`src/rtl/rv_pkg.sv`:
```
// Shared write-back types: register address width, data width and the
// pending-request record carried from the long-latency unit to the write port.
package rv_pkg;

    localparam int XLEN   = 32;
    localparam int REG_AW = 5;

    typedef struct packed {
        logic [REG_AW-1:0] rd;
        logic [XLEN-1:0]   data;
    } wb_req_t;

    // One-hot mask over the 32 architectural registers.
    function automatic logic [31:0] reg_mask(input logic [REG_AW-1:0] r);
        return 32'h0000_0001 << r;
    endfunction

endpackage

```
`src/rtl/wb_pend_fifo.sv`:
```
// Small synchronous FIFO of pending LU write-back requests. Pointers carry an
// extra wrap bit so full and empty are told apart without a counter.
module wb_pend_fifo
    import rv_pkg::*;
#(
    parameter int DEPTH = 2
) (
    input  logic    clk,
    input  logic    srst,
    input  logic    push,
    input  logic    pop,
    input  wb_req_t din,
    output wb_req_t head,
    output logic    full,
    output logic    empty
);

    localparam int AW = $clog2(DEPTH);

    wb_req_t       mem_r [DEPTH];
    logic [AW:0]   wptr_r;
    logic [AW:0]   rptr_r;

    // Pointer update and storage write; a push into a full FIFO is only issued
    // together with a pop, so it overwrites the slot being read out.
    always_ff @(posedge clk) begin
        if (!srst) begin
            wptr_r <= {(AW + 1){1'b0}};
            rptr_r <= {(AW + 1){1'b0}};
        end else begin
            if (push) begin
                mem_r[wptr_r[AW-1:0]] <= din;
                wptr_r                <= wptr_r + (AW + 1)'(1);
            end
            if (pop) begin
                rptr_r <= rptr_r + (AW + 1)'(1);
            end
        end
    end

    assign head  = mem_r[rptr_r[AW-1:0]];
    assign empty = (wptr_r == rptr_r);
    assign full  = (wptr_r[AW] != rptr_r[AW]) && (wptr_r[AW-1:0] == rptr_r[AW-1:0]);

endmodule

```
`src/rtl/wb_port_arbiter.sv`:
```
// Shares the single register-file write port between the W stage and the
// long-latency unit, with a pending queue, starvation stall and busy scoreboard.
module wb_port_arbiter
    import rv_pkg::*;
#(
    parameter int DEPTH    = 2,
    parameter int MAX_WAIT = 4
) (
    input  logic                clk,
    input  logic                srst,
    input  logic                wb_reg_write_i,
    input  logic [REG_AW-1:0]   wb_rd_i,
    input  logic [XLEN-1:0]     wb_result_i,
    input  logic                lu_issue_i,
    input  logic [REG_AW-1:0]   lu_issue_rd_i,
    input  logic                lu_valid_i,
    input  logic [REG_AW-1:0]   lu_rd_i,
    input  logic [XLEN-1:0]     lu_data_i,
    output logic                lu_ready_o,
    output logic                wb_stall_o,
    output logic                rf_we_o,
    output logic [REG_AW-1:0]   rf_waddr_o,
    output logic [XLEN-1:0]     rf_wdata_o,
    output logic [31:0]         busy_o
);

    localparam int WAIT_W = $clog2(MAX_WAIT + 1);

    wb_req_t             head_s;
    wb_req_t             push_req_s;
    logic                full_s;
    logic                empty_s;
    logic                wb_act_s;
    logic                stall_s;
    logic                pop_s;
    logic                bypass_s;
    logic                push_s;
    logic [WAIT_W-1:0]   wait_cnt_r;
    logic [31:0]         busy_nxt_s;

    assign wb_act_s   = wb_reg_write_i && (wb_rd_i != 5'd0);
    assign stall_s    = srst && !empty_s && wb_act_s && (wait_cnt_r == WAIT_W'(MAX_WAIT));
    assign wb_stall_o = stall_s;

    // Port grant: stolen cycle, then W stage, then queue head, then LU bypass.
    always_comb begin
        pop_s      = 1'b0;
        bypass_s   = 1'b0;
        rf_we_o    = 1'b0;
        rf_waddr_o = 5'd0;
        rf_wdata_o = {XLEN{1'b0}};
        if (!srst) begin
            rf_we_o = 1'b0;
        end else if (stall_s) begin
            pop_s      = 1'b1;
            rf_we_o    = 1'b1;
            rf_waddr_o = head_s.rd;
            rf_wdata_o = head_s.data;
        end else if (wb_act_s) begin
            rf_we_o    = 1'b1;
            rf_waddr_o = wb_rd_i;
            rf_wdata_o = wb_result_i;
        end else if (!empty_s) begin
            pop_s      = 1'b1;
            rf_we_o    = 1'b1;
            rf_waddr_o = head_s.rd;
            rf_wdata_o = head_s.data;
        end else if (lu_valid_i && (lu_rd_i != 5'd0)) begin
            bypass_s   = 1'b1;
            rf_we_o    = 1'b1;
            rf_waddr_o = lu_rd_i;
            rf_wdata_o = lu_data_i;
        end else begin
            rf_we_o = 1'b0;
        end
    end

    // Results for x0 are accepted but never stored or written.
    assign lu_ready_o      = srst && (!full_s || pop_s);
    assign push_s          = lu_valid_i && lu_ready_o && (lu_rd_i != 5'd0) && !bypass_s;
    assign push_req_s.rd   = lu_rd_i;
    assign push_req_s.data = lu_data_i;

    wb_pend_fifo #(
        .DEPTH (DEPTH)
    ) u_pend_fifo (
        .clk   (clk),
        .srst  (srst),
        .push  (push_s),
        .pop   (pop_s),
        .din   (push_req_s),
        .head  (head_s),
        .full  (full_s),
        .empty (empty_s)
    );

    // Starvation counter: counts cycles the current head was passed over.
    always_ff @(posedge clk) begin
        if (!srst) begin
            wait_cnt_r <= {WAIT_W{1'b0}};
        end else if (empty_s || pop_s) begin
            wait_cnt_r <= {WAIT_W{1'b0}};
        end else if (wait_cnt_r != WAIT_W'(MAX_WAIT)) begin
            wait_cnt_r <= wait_cnt_r + WAIT_W'(1);
        end
    end

    // Scoreboard next state: an issue to the same register overrides its clear.
    always_comb begin
        busy_nxt_s = busy_o;
        if (pop_s || bypass_s) begin
            busy_nxt_s = busy_nxt_s & ~reg_mask(rf_waddr_o);
        end else begin
            busy_nxt_s = busy_nxt_s;
        end
        if (lu_issue_i && (lu_issue_rd_i != 5'd0)) begin
            busy_nxt_s = busy_nxt_s | reg_mask(lu_issue_rd_i);
        end else begin
            busy_nxt_s = busy_nxt_s;
        end
    end

    // Scoreboard register.
    always_ff @(posedge clk) begin
        if (!srst) begin
            busy_o <= 32'h0000_0000;
        end else begin
            busy_o <= busy_nxt_s;
        end
    end

endmodule

```
`config.mk`:
```
export PLATFORM = sky130hd
export DESIGN_NAME = wb_port_arbiter
export DESIGN_NICKNAME = d
export VERILOG_FILES = /design/src/rtl/rv_pkg.sv /design/src/rtl/wb_pend_fifo.sv /design/src/rtl/wb_port_arbiter.sv
export SDC_FILE = /design/constraint.sdc
export NUM_CORES = 1
export LEC_CHECK = 0
export ABC_AREA = 0
export CORE_MARGIN = 5
export CORE_UTILIZATION = 29
export CTS_CLUSTER_DIAMETER = 40
export DETAILED_ROUTE_END_ITERATION = 8
export PLACE_DENSITY = 0.61
export SLEW_MARGIN = 10
export SYNTH_ARGS = -nofsm -noshare
export SYNTH_HDL_FRONTEND = slang
export SYNTH_SLANG_ARGS = --single-unit
```
`constraint.sdc`:
```
create_clock -name clk -period 4.3 [get_ports clk]
set_input_delay 0.86 -clock clk [delete_from_list [all_inputs] [get_ports clk]]
set_output_delay 0.86 -clock clk [all_outputs]
set_load 0.005 [all_outputs]
```
==> reports/qor.yml <==
required_ps: 3440
setup_violations: 0
ff2ff_path_depth: 7
ys_seq_area_share_pct: 50.43
tightest_slew_ps: 673.2
final.setup_skew_ps: 6.154
post-synth-top-count-cell: "nor2_1"
slew_headroom_pct: 55.02
cp-start-kind: "input port"
fp.dieW_um: 153.8
hold_end: "wait_cnt_r[0]"
numPortBuffers: 155
grtUsageTotal_pct: 15.50
synth_top_area_cell: "edfxtp_1"
syn_area_sq_um: 5994
via_count: 5314
n_antenna_cell: 0
pre_cts_slack_ps: 45.88
synthArstFlopShare_pct: 0
htreeDepth: 4
core_area_sq_um: 20300
cts_resized: 0
ys_ff_latch: 114
path_clk_slew_ps: 50
grt_pass1_wl_um: 29260
drive_above_1_share_pct: 9.775
clockBufferDepth: 2
dp_hpwl_um: 12420
ir_drop_mv: 0.2618
die_h_um: 153.8
wl_per_cell_um: 18.39
start_util_pct: 29.53
dr.pass1.iters: 5
clk_latency_ps: 410
leakagePower_nw: 3.047
cts_made_buffers: 17
worstSetupPathType: "in2out"
nets: 830
max-cap-violations: 0
cp-end-kind: "primary output"
synthCells: 602
final.setup.worst_slack_ps: 88.33
root_buffer: "clkbuf_16"
maxSlewViolCount: 0
drtIter0Drc: 406
min_period_ps: 4212
power.total_mw: 3.377
critPathMaxFanout: 5
grt-ovfl-total: 0
synthTopCellsByCount: "75 x nor2_1, 74 x edfxtp_1, 42 x a21oi_1, 42 x mux2i_1, 42 x nand3_1"
hold_class: "reg2reg"
regToRegEndpoint: "busy_o[1]"
rrSetupSlack_ps: 1550
grt_pass1_vias: 5273
outcome: "finished, final reports clean"
grt_max_degree: 75
syn-num-nets: 688
timing.final.crit_share_pct: 97.95
synthFlopType: "edfxtp_1"
antenna_left: 0
grt_antenna_before_repair: 0
gp_congestion: 0.8512
synth.distinct_cells: 44
min_path_cells: 1
synthToLayoutAreaGrowth_pct: 42.87
min_from: "wait_cnt_r[0]"
wl_um: 18890
num_rows: 52
synth_area_leaders: "edfxtp_1 37%, dfxtp_1 13%, mux2i_1 7.0%"
route.detailed.drc: 0
syn_avg_cell_area_sq_um: 9.958
dieArea_sq_um: 23650
boundaryPins: 156
synth-edff-count: 74
synth.top_cell.area_share_pct: 37.07
synth_warnings: 0
power_density_nw_per_um2: 394.3
clkSinkCount: 114
hold_viol: 0
reg2reg_from: "u_pend_fifo.wptr_r[0]"
cts_tree: "built"
arrival_ps: 3350
fmax_mhz: 237.4
vias_per_cell: 5.174
-- worst max-delay path, stage by stage --
cell	delay [ps]
clkdlybuf4s50_1	420
or4_4	590
o21ai_4	230
nor3_1	80
or4b_4	560
clkinv_2	100
clkdlybuf4s50_1	510
-- cell usage in the layout (no fill, tap or decap), drive strengths merged, types with 24 or more instances in the layout --
cell,netlist,routed
mux2i,42,42
nor2,75,75
edfxtp,74,74
dfxtp,40,40
clkdlybuf4s50,0,154
nand2,30,30
a31oi,24,24
a21oi,43,43
o21ai,32,32
o211ai,40,40
nand3,42,42
o211a,34,34
-- layout make-up --
type | instances | area [sq um]
multi-input combinational | 431 | 2776
clock buffer | 17 | 425.4
fill | 1945 | 11740
clock inverter | 15 | 185.2
timing repair buffer | 172 | 1784
tap | 270 | 337.8
inverter | 8 | 31.28
sequential | 114 | 3024
-- flip-flops by register name, summed over array words and instances, names as in the netlist, named ones only --
| name | flops |
|---|---|
| u_pend_fifo.mem_r | 74 |
| busy_o | 32 |
| wait_cnt_r | 3 |
| u_pend_fifo.rptr_r | 2 |
| u_pend_fifo.wptr_r | 2 |
-- metal layers --
layer / track usage (%) / up-vias / share of wire [%]
li1: - / 2558 / -
met1: 21.77 / 2507 / 46
met2: 23.29 / 232 / 44
met3: 4.834 / 17 / 7.9
met4: 3.953 / 0 / 1.3
met5: 0 / - / 0
-- how the worst max path moves through the flow --
| stage | startpoint | to | slack [ps] | cells after the start |
|---|---|---|---|---|
| after global placement | wb_rd_i[0] | rf_waddr_o[1] | 90 | 8 |
| after detailed placement | wb_rd_i[0] | rf_waddr_o[1] | 50 | 8 |
| after CTS | wb_rd_i[0] | rf_waddr_o[1] | 30 | 8 |
| after floorplan | wb_rd_i[0] | u_pend_fifo.mem_r[0][0] | 200 | 5 |
| final | wb_rd_i[0] | rf_waddr_o[2] | 90 | 7 |
| after global routing | wb_rd_i[0] | rf_waddr_o[2] | -0.1 | 7 |
-- kinds of logic after synthesis --
group | Yosys count | synth area share, %
flops | 114 | 50.43
compound gates | 183 | 21.14
mux | 43 | 7.201
fa+ha+maj | 2 | 0.4174
buf+inv | 57 | 3.778
xor+xnor | 7 | 1.273
simple gates | 196 | 15.76
-- per-stage QoR --
| stage | hold slack, ps | instances | cell area (sq um) | setup TNS (ps) | utilization (%) |
|---|---|---|---|---|---|
| final | 453.2 | 1027 | 8564 | 0 | 42.19 |
| after global routing | 461.3 | 1027 | 8564 | -0.1001 | 42.19 |
| after CTS | 449.6 | 1023 | 8499 | 0 | 41.87 |
| after detailed placement | 441.9 | 991 | 7889 | 0 | 38.86 |
| after global placement | 434.5 | 991 | 7889 | 0 | 38.86 |
| after floorplan | 417.3 | 602 | 5995 | 0 | - |
-- power breakdown --
group	switching, mW	internal (mW)	total, mW
Sequential	0.0346	1.21	1.24
Combinational	0.369	0.337	0.707
Clock	0.514	0.915	1.43
Total	0.918	2.46	3.38
-- repair_timing --
action / CTS / global route
setup endpoints to repair: 0 / 1
buffers inserted: 0 / 2
hold buffers: 0 / 0
(Power assumes the default switching activity.)
